File: src/rtl/mmio_pkg.sv
// Shared register-select codes and status-byte layout for the MMIO responder.
`default_nettype none

package mmio_pkg;

  localparam logic [2:0] SEL_DATA = 3'd0;
  localparam logic [2:0] SEL_STAT = 3'd1;
  localparam logic [2:0] SEL_HALT = 3'd4;
  localparam logic [2:0] SEL_CNT0 = 3'd4;
  localparam logic [2:0] SEL_CNT1 = 3'd5;
  localparam logic [2:0] SEL_CNT2 = 3'd6;
  localparam logic [2:0] SEL_CNT3 = 3'd7;

  localparam int STAT_TX_FULL     = 0;
  localparam int STAT_RX_NONEMPTY = 1;
  localparam int STAT_RX_OVF      = 6;
  localparam int STAT_TX_OVF      = 7;

  typedef struct packed {
    logic       tx_ovf;
    logic       rx_ovf;
    logic [3:0] rsvd;
    logic       rx_nonempty;
    logic       tx_full;
  } stat_t;

  function automatic logic [7:0] pack_stat(input logic tx_ovf, input logic rx_ovf,
                                           input logic rx_nonempty, input logic tx_full);
    stat_t s;
    s = '{tx_ovf: tx_ovf, rx_ovf: rx_ovf, rsvd: 4'b0,
          rx_nonempty: rx_nonempty, tx_full: tx_full};
    return s;
  endfunction

endpackage

`default_nettype wire

File: src/rtl/mmio_fifo.sv
// Show-ahead synchronous FIFO; a push into a full FIFO is accepted when it pops the same cycle.
`default_nettype none

module mmio_fifo #(
  parameter int WIDTH = 8,
  parameter int DEPTH = 16
) (
  input  logic                       clk_in,
  input  logic                       rst_n_in,
  input  logic                       push,
  input  logic                       pop,
  input  logic [WIDTH-1:0]           din,
  output logic                       full,
  output logic                       empty,
  output logic [$clog2(DEPTH):0]     count,
  output logic [WIDTH-1:0]           head
);

  localparam int AW = $clog2(DEPTH);
  localparam int CW = AW + 1;

  logic [WIDTH-1:0] mem_q [DEPTH];
  logic [AW-1:0]    wr_ptr_q, wr_ptr_d;
  logic [AW-1:0]    rd_ptr_q, rd_ptr_d;
  logic [CW-1:0]    count_q, count_d;
  logic             do_push, do_pop;

  assign full  = (count_q == CW'(DEPTH));
  assign empty = (count_q == '0);
  assign count = count_q;
  assign head  = mem_q[rd_ptr_q];

  assign do_pop  = pop & ~empty;
  assign do_push = push & (~full | do_pop);

  always_comb begin
    wr_ptr_d = wr_ptr_q;
    rd_ptr_d = rd_ptr_q;
    count_d  = count_q;
    if (do_push) wr_ptr_d = wr_ptr_q + AW'(1);
    if (do_pop)  rd_ptr_d = rd_ptr_q + AW'(1);
    case ({do_push, do_pop})
      2'b10:   count_d = count_q + CW'(1);
      2'b01:   count_d = count_q - CW'(1);
      default: count_d = count_q;
    endcase
  end

  always_ff @(posedge clk_in or negedge rst_n_in) begin
    if (!rst_n_in) begin
      wr_ptr_q <= '0;
      rd_ptr_q <= '0;
      count_q  <= '0;
    end else begin
      wr_ptr_q <= wr_ptr_d;
      rd_ptr_q <= rd_ptr_d;
      count_q  <= count_d;
    end
  end

  // Storage needs no reset: emptiness is tracked by the pointers and count.
  always_ff @(posedge clk_in) begin
    if (do_push) mem_q[wr_ptr_q] <= din;
  end

endmodule

`default_nettype wire

File: src/rtl/mmio_responder.sv
// CPU byte-bus responder for the I/O window: TX/RX byte FIFOs, status, halt register.
// Optional MMIO_CYCLE_CNT_EN adds a 32-bit cycle counter readable at sel 4..7.
`default_nettype none

module mmio_responder
  import mmio_pkg::*;
#(
  parameter int TX_DEPTH    = 16,
  parameter int RX_DEPTH    = 16,
  parameter int FULL_MARGIN = 2
) (
  input  logic       clk_in,
  input  logic       rst_n_in,
  input  logic       rdy_in,
  input  logic       en_in,
  input  logic       wr_in,
  input  logic [2:0] sel_in,
  input  logic [7:0] d_in,
  output logic [7:0] d_out,
  output logic       full_out,
  output logic [7:0] tx_data,
  output logic       tx_valid,
  input  logic       tx_ready,
  input  logic [7:0] rx_data,
  input  logic       rx_valid,
  output logic       halt_out,
  output logic [7:0] halt_code
);

  localparam int TX_CW = $clog2(TX_DEPTH) + 1;
  localparam int RX_CW = $clog2(RX_DEPTH) + 1;

  logic             acc, wr_acc, rd_acc;
  logic             tx_push_req, tx_pop, tx_full, tx_empty, tx_drop;
  logic             rx_pop, rx_full, rx_empty, rx_drop;
  logic [TX_CW-1:0] tx_count, tx_free;
  logic [RX_CW-1:0] rx_count;
  logic [7:0]       rx_head;

  logic [7:0] d_out_q, d_out_d;
  logic       tx_ovf_q, tx_ovf_d;
  logic       rx_ovf_q, rx_ovf_d;
  logic       halt_q, halt_d;
  logic [7:0] halt_code_q, halt_code_d;

  assign acc    = en_in & rdy_in;
  assign wr_acc = acc & wr_in;
  assign rd_acc = acc & ~wr_in;

  assign tx_push_req = wr_acc & (sel_in == SEL_DATA);
  assign tx_pop      = tx_ready & ~tx_empty;
  assign tx_drop     = tx_push_req & tx_full & ~tx_pop;
  assign rx_pop      = rd_acc & (sel_in == SEL_DATA) & ~rx_empty;
  assign rx_drop     = rx_valid & rx_full & ~rx_pop;

  mmio_fifo #(.WIDTH(8), .DEPTH(TX_DEPTH)) u_tx_fifo (
    .clk_in(clk_in), .rst_n_in(rst_n_in),
    .push(tx_push_req), .pop(tx_pop), .din(d_in),
    .full(tx_full), .empty(tx_empty), .count(tx_count), .head(tx_data)
  );

  mmio_fifo #(.WIDTH(8), .DEPTH(RX_DEPTH)) u_rx_fifo (
    .clk_in(clk_in), .rst_n_in(rst_n_in),
    .push(rx_valid), .pop(rx_pop), .din(rx_data),
    .full(rx_full), .empty(rx_empty), .count(rx_count), .head(rx_head)
  );

  assign tx_free   = TX_CW'(TX_DEPTH) - tx_count;
  assign full_out  = (tx_free <= TX_CW'(FULL_MARGIN));
  assign tx_valid  = ~tx_empty;
  assign d_out     = d_out_q;
  assign halt_out  = halt_q;
  assign halt_code = halt_code_q;

`ifdef MMIO_CYCLE_CNT_EN
  logic [31:0] cnt_q, cnt_d;
  logic [23:0] snap_q, snap_d;

  always_comb begin
    cnt_d  = cnt_q + 32'd1;
    snap_d = snap_q;
    if (rd_acc && sel_in == SEL_CNT0) snap_d = cnt_q[31:8];
  end

  always_ff @(posedge clk_in or negedge rst_n_in) begin
    if (!rst_n_in) begin
      cnt_q  <= '0;
      snap_q <= '0;
    end else begin
      cnt_q  <= cnt_d;
      snap_q <= snap_d;
    end
  end
`endif

  always_comb begin
    d_out_d     = d_out_q;
    halt_d      = wr_acc & (sel_in == SEL_HALT);
    halt_code_d = halt_d ? d_in : halt_code_q;
    tx_ovf_d    = tx_ovf_q;
    rx_ovf_d    = rx_ovf_q;
    if (rd_acc) begin
      case (sel_in)
        SEL_DATA: d_out_d = rx_empty ? 8'h00 : rx_head;
        SEL_STAT: d_out_d = pack_stat(tx_ovf_q, rx_ovf_q, rx_count != '0, tx_full);
`ifdef MMIO_CYCLE_CNT_EN
        SEL_CNT0: d_out_d = cnt_q[7:0];
        SEL_CNT1: d_out_d = snap_q[7:0];
        SEL_CNT2: d_out_d = snap_q[15:8];
        SEL_CNT3: d_out_d = snap_q[23:16];
`endif
        default:  d_out_d = 8'h00;
      endcase
      if (sel_in == SEL_STAT) begin
        tx_ovf_d = 1'b0;
        rx_ovf_d = 1'b0;
      end
    end
    // A fresh overflow beats the read-to-clear in the same cycle.
    if (tx_drop) tx_ovf_d = 1'b1;
    if (rx_drop) rx_ovf_d = 1'b1;
  end

  always_ff @(posedge clk_in or negedge rst_n_in) begin
    if (!rst_n_in) begin
      d_out_q     <= '0;
      tx_ovf_q    <= 1'b0;
      rx_ovf_q    <= 1'b0;
      halt_q      <= 1'b0;
      halt_code_q <= '0;
    end else begin
      d_out_q     <= d_out_d;
      tx_ovf_q    <= tx_ovf_d;
      rx_ovf_q    <= rx_ovf_d;
      halt_q      <= halt_d;
      halt_code_q <= halt_code_d;
    end
  end

endmodule

`default_nettype wire
File: config.mk
export PLATFORM = sky130hd
export DESIGN_NAME = mmio_responder
export DESIGN_NICKNAME = d
export VERILOG_FILES = /design/src/rtl/mmio_pkg.sv /design/src/rtl/mmio_fifo.sv /design/src/rtl/mmio_responder.sv
export SDC_FILE = /design/constraint.sdc
export NUM_CORES = 1
export LEC_CHECK = 0
export ABC_AREA = 1
export ABC_CLOCK_PERIOD_IN_PS = 4200
export BUFFER_PORTS_ARGS = -buffer_cell sky130_fd_sc_hd__buf_2
export CAP_MARGIN = 25
export CORE_ASPECT_RATIO = 0.9
export CORE_MARGIN = 2
export CORE_UTILIZATION = 50
export DETAILED_ROUTE_END_ITERATION = 10
export PLACE_DENSITY = 0.74
export SYNTH_ARGS = -nofsm -noshare
export SYNTH_HDL_FRONTEND = slang
export SYNTH_SLANG_ARGS = --single-unit
File: constraint.sdc
create_clock -name clk_in -period 4.2 [get_ports clk_in]
set_input_delay 0.21 -clock clk_in [delete_from_list [all_inputs] [get_ports clk_in]]
set_output_delay 0.21 -clock clk_in [all_outputs]
set_load 0.1 [all_outputs]
* Yosys cells after proc, flatten, opt, wreduce, memory -nomap -nowiden *
Memories as Yosys holds them, arrays and structs flattened.
Cells that the tools add are included.
Widths: inputs -> output; s select.

storage, ports and cells
  flip-flop bits (word level) = 45
  memories = 2
  RAM bits = 256
  output and inout port bits = 27

cells by class
  bitwise operators = 25
  multiplexer cells = 12
  reductions and logical operators = 12
  eq/ne operators = 8
  $lt $le $gt $ge = 1
  $add $sub $neg = 9

memories
  memory           depth  bits a word  rd ports  clocked after Yosys merged registers in  wr ports  line             text
  u_rx_fifo.mem_q  16     8            1         0                                        1         mmio_fifo.sv:22  logic [WIDTH-1:0] mem_q [DEPTH];
  u_tx_fifo.mem_q  16     8            1         0                                        1         mmio_fifo.sv:22

operators with widths
  kind                 number
  $pmux 5 s2           2
  $add 4x1->4 const B  4
  $and 1x1->1          16
  $pmux 8 s2           1
  $reduce_bool 2->1    6
  $add 5x1->5 const B  2
  $eq 5x5->1 const B   2
  $logic_not 5->1      2
  $sub 5x1->5 const B  2
  $mux 1               8
  $mux 8               1
  $not 1->1            7
  $le 5x2->1 const B   1
  $reduce_bool 5->1    1
  $sub 5x5->5 const A  1
  $eq 2x1->1 const B   2
  $eq 2x2->1 const B   2
  $reduce_and 2->1     2
  $eq 3x1->1 const B   1
  $eq 3x3->1 const B   1
  $logic_not 3->1      1
  $or 1x1->1           2

* Depth between registers and ports, before layout *
  word-level depth = 9
  gate-level depth with buffers = 20
  gate-level depth less buffers = 20

* Cells and area by module *
A second synthesis with hierarchy kept.

second synthesis, totals
  cell total of the unflattened synthesis = 1093
  area total of the unflattened synthesis = 13001.2 µm²

modules (own cells, without submodules)
  module          sequential area each (µm²)  cells each  times used  area each (µm²)
  mmio_fifo       4169.0                      478         2           5977.0
  mmio_responder  475.5                       137         1           1047.3

* Worst setup path before layout *
Ideal clock, no wire load.

  path kind = register to register
  start point = register u_tx_fifo.count_q[0], in the netlist u_tx_fifo.count[0]
  end point = register u_tx_fifo.count_q[4], in the netlist u_tx_fifo.count[4]
  data arrival time = 3084 ps
  stages on the path, launching flop included = 21
  path buffers = 0
  setup time = 126 ps
  required time = 4074 ps
  path slack = 990 ps
  period minus slack after synthesis = 3210 ps
  cells stage by stage = dfrtp_1 inv_1 ha_1 nand2_1 nor2_1 ha_1 inv_1 nand2_1 nand2_1 nand2_1 ha_1 xor2_1 ha_1 inv_1 nand2_1 nand3_1 nand2_1 nand2_1 nand2_1 nand2_1 o21ai_0

between the ends
  cells in the longest elaborated chain, start to end = 8

ends and longest elaborated chain
  what                                             line                  text
  from (decl)                                      mmio_fifo.sv:25       logic [CW-1:0] count_q, count_d;
  from (signal assigned)                           mmio_fifo.sv:57       count_q <= count_d;
  $logic_not 5->1 *                                mmio_fifo.sv:29       assign empty = (count_q == '0);
  $not 1->1 *                                      -
  net tx_valid                                     mmio_responder.sv:22  output logic tx_valid,
  $and 1x1->1                                      mmio_responder.sv:51  assign tx_pop = tx_ready & ~tx_empty;
  $and 1x1->1 *                                    mmio_fifo.sv:33       assign do_pop = pop & ~empty;
  $or 1x1->1                                       mmio_fifo.sv:34       assign do_push = push & (~full | do_pop);
  $and 1x1->1                                      mmio_fifo.sv:34
  $eq 2x1->1 or $eq 2x2->1 (tied branches)         mmio_fifo.sv:42       case ({do_push, do_pop})
  $pmux 5 s2 or $reduce_bool 2->1 (tied branches)  -

The timed path passes the listed nets; every way through them passes the cells marked *.
A chain may end at the register's enable or synchronous reset.

* Worst setup path in the final report *
  start point = register u_tx_fifo.rd_ptr_q[2]
  end point = output tx_data[7]

between the ends
  cells in the longest elaborated chain, start to end = 1

ends and longest elaborated chain
  what                    line                  text
  from (decl)             mmio_fifo.sv:24       logic [AW-1:0] rd_ptr_q, rd_ptr_d;
  from (signal assigned)  mmio_fifo.sv:56       rd_ptr_q <= rd_ptr_d;
  $mem_v2 16x8            -
  to (decl)               mmio_responder.sv:21  output logic [7:0] tx_data,

No other way between the ends.

==> flow_summary.yaml <==
outcome:
  status: "finished clean"
power:
  vdd_drop_max_mv: 0.456
  power_leakage_nw: 5.62
  p_per_area_nw_per_um2: 696
  power_w: 0.0101
yosys:
  ys_seq_area_share_pct: 68.2
  postSynthAreaPerCell_um2: 11.3
  synth_enable_flop_cells: 256
  dominantRegCellSynth: "edfxtp_1"
  syn_inst: 1149
  yosysTopAreaCell: "edfxtp_1"
  netlist_area_um2: 12900
  synthArstFlopShare_pct: 15.0
  yosysUniqueCellTypes: 36
  ys_top_cells_by_count: "edfxtp_1 (256), nand2_1 (256), nor2_1 (138)"
  synth.top_cell.area_share_pct: 59.5
  syn_nets: 1198
  yosys_register_bits: 301
  yosysWarnings: 0
  synthTopCellsByArea: "edfxtp_1 (59%), dfrtp_1 (8.7%), nand2_1 (7.4%)"
timing:
  setup_tns_ns: 0
  rsz0062_at_grt: "no"
  holdWs_ns: 0.0367
  worst_slew_pin_slew_ns: 0.889
  fmax_ghz: 0.310
  finalCritPeriodShare_pct: 76.9
  drv_slew: 0
  hold_viol: 0
  slew_headroom_pct: 40.3
  fin_skew_ns: 0.0264
  period_minus_slack_ns: 3.23
  setup-violations-final: 0
worst_setup_path:
  cp-end-kind: "primary output"
  reg2reg_depth: 19
  cp-startpoint: "u_tx_fifo.rd_ptr_q[2]$_DFFE_PN0P_"
  regToRegStartpoint: "u_tx_fifo.count[0]$_DFFE_PN0P_"
  crit_path_end: "tx_data[7]"
  crit_arrival_ns: 3.02
  reg2reg_slack_ns: 1.37
  cp.required_ns: 3.99
  critical_path_class: "register to primary output"
  crit_fanout: 18
  start_kind: "register"
  timing.rr.end: "u_tx_fifo.count[4]$_DFFE_PN0P_"
flow_run:
  maxCapViolations: 0
placement:
  dpl_cell_area_um2: 13500
  routabilityCongestion: 0.857
  dpl.hpwl_mm: 17.4
  io_buffers: 52
floorplan:
  die_w_um: 174
  dieArea_um2: 27200
  fp-row-count: 55
  start_util_pct: 51.2
  io_pins: 53
  coreArea_um2: 25300
  fp.dieH_um: 157
clock_tree:
  cts_tree: "done"
  ctsRootBufferMaster: "clkbuf_16"
  insertion_delay_ns: 0.56
  clkTransAtPathRegs_ns: 0.06
  clock_tree.buffer_depth: 3
  cts_max_level: 1
  cts_made_buffers: 29
  clock-sinks: 301
  cts.repair.resized: 0
layout:
  drive_gt1_share_pct: 11.4
  nets: 1258
  final_area_um2: 14500
  finish.utilization_pct: 57.4
  diodes: 0
  syn_to_final_growth_pct: 12.1
global_route:
  grt_max_degree: 71
  antenna_found_initial: 0
  grtUsageTotal_pct: 20.9
  grt_pass1_vias: 8265
  overflow: 0
  grt_pass1_wl_mm: 44.6
route:
  via_per_inst: 5.42
  drt-total-wl_mm: 28.0
  ant_nets: 0
  drc: 0
  vias: 8530
  wl_per_cell_um: 17.8
  drt-initial-drc-count: 1112
  drt_first_pass_iters: 5
worst_hold_path:
  hold_path_class: "primary input to register"
  hp-start: "rx_data[6]"
per-layer routing:
metal | GRT usage, % | up-vias | share of wire [%]
li1 | - | 4036 | -
met1 | 30.4 | 4094 | 44
met3 | 3.04 | 42 | 7.1
met2 | 33.1 | 358 | 47
met5 | 0 | - | 0
met4 | 5.89 | 0 | 2.0
kinds of logic after synthesis:
| family | Yosys count | share of synthesized area, % |
|---|---|---|
| AO/OA/AOI/OAI | 153 | 6.77 |
| flip-flops | 301 | 68.2 |
| AND/OR/NAND/NOR | 508 | 16.3 |
| adder cells (fa/ha/maj) | 23 | 2.28 |
| buffers and inverters | 144 | 5.15 |
| XOR/XNOR | 20 | 1.35 |
power by group:
group	switching, W	total, W	internal (W)
combinational	0.00277	0.00368	0.000910
clock	0.00110	0.00261	0.00152
sequential	0.000267	0.00379	0.00352
total	0.00414	0.0101	0.00595
area by class of cell:
cell class                      instances  area (µm²)
Sequential cell                       301        8820
Clock inverter                         16         174
Clock buffer                           38         790
Tap cell                              342         428
Fill cell                            2030       10800
Inverter                               95         359
Multi-Input combinational cell        704        3450
Timing Repair Buffer                   78         473
what timing repair did:
| action | 4_1_cts | 5_1_grt |
|---|---|---|
| hold buffers | 5 | 0 |
| hold endpoints to repair | 49 | 0 |
| buffers inserted | 0 | 0 |
| setup endpoints to repair | 0 | 0 |
registers in the layout (all words and copies together) (netlist names):
name and count:
u_rx_fifo.mem_q 128, halt_code 8, u_rx_fifo.rd_ptr_q 4, u_rx_fifo.count 5
u_rx_fifo.wr_ptr_q 4, d_out 8, u_tx_fifo.count 5, u_tx_fifo.rd_ptr_q 4
tx_ovf_q 1, rx_ovf_q 1, u_tx_fifo.wr_ptr_q 4, halt_out 1
u_tx_fifo.mem_q 128
worst min-delay path by stage:
stage | end | slack (ns) | cells past startpoint
global placement | u_rx_fifo.count[0]$_DFFE_PN0P_ | 0.35 | 2
global route | u_rx_fifo.mem_q[3][6]$_DFFE_PP_ | 0.03 | 1
detailed placement | u_rx_fifo.count[0]$_DFFE_PN0P_ | 0.35 | 2
floorplan | d_out[0]$_DFFE_PN0N_ | -0.09 | 0
CTS | u_rx_fifo.mem_q[6][6]$_DFFE_PP_ | 0.01 | 1
finish | u_rx_fifo.mem_q[3][6]$_DFFE_PP_ | 0.04 | 1
cells in the final DEF (no fill, tap or decap), types with 29 or more instances in the layout:
cell       netlist  final
nand2_1        256    256
inv_1           87     87
nand3_1         80     80
o211ai_1        38     38
nor2_1         138    138
dfrtp_1         45     42
edfxtp_1       256    256
buf_2           22     55
clkbuf_16        0     29
o21ai_0         75     75
through the flow:
step | setup slack [ns] | cells
after detailed placement | 1.40 | 1514
after CTS | 0.979 | 1573
after global routing | 0.842 | 1574
after floorplan | 0.990 | 1149
final | 0.972 | 1574
after global placement | 1.50 | 1511
worst max-delay path, stage by stage, from the launching register on:
cell and delay, ns:
dfrtp_1 0.76, clkinv_1 0.68, o211ai_1 0.30, nand3_1 0.15
nand2_1 0.12, buf_2 0.43
Power figures use the tool's default switching activity.
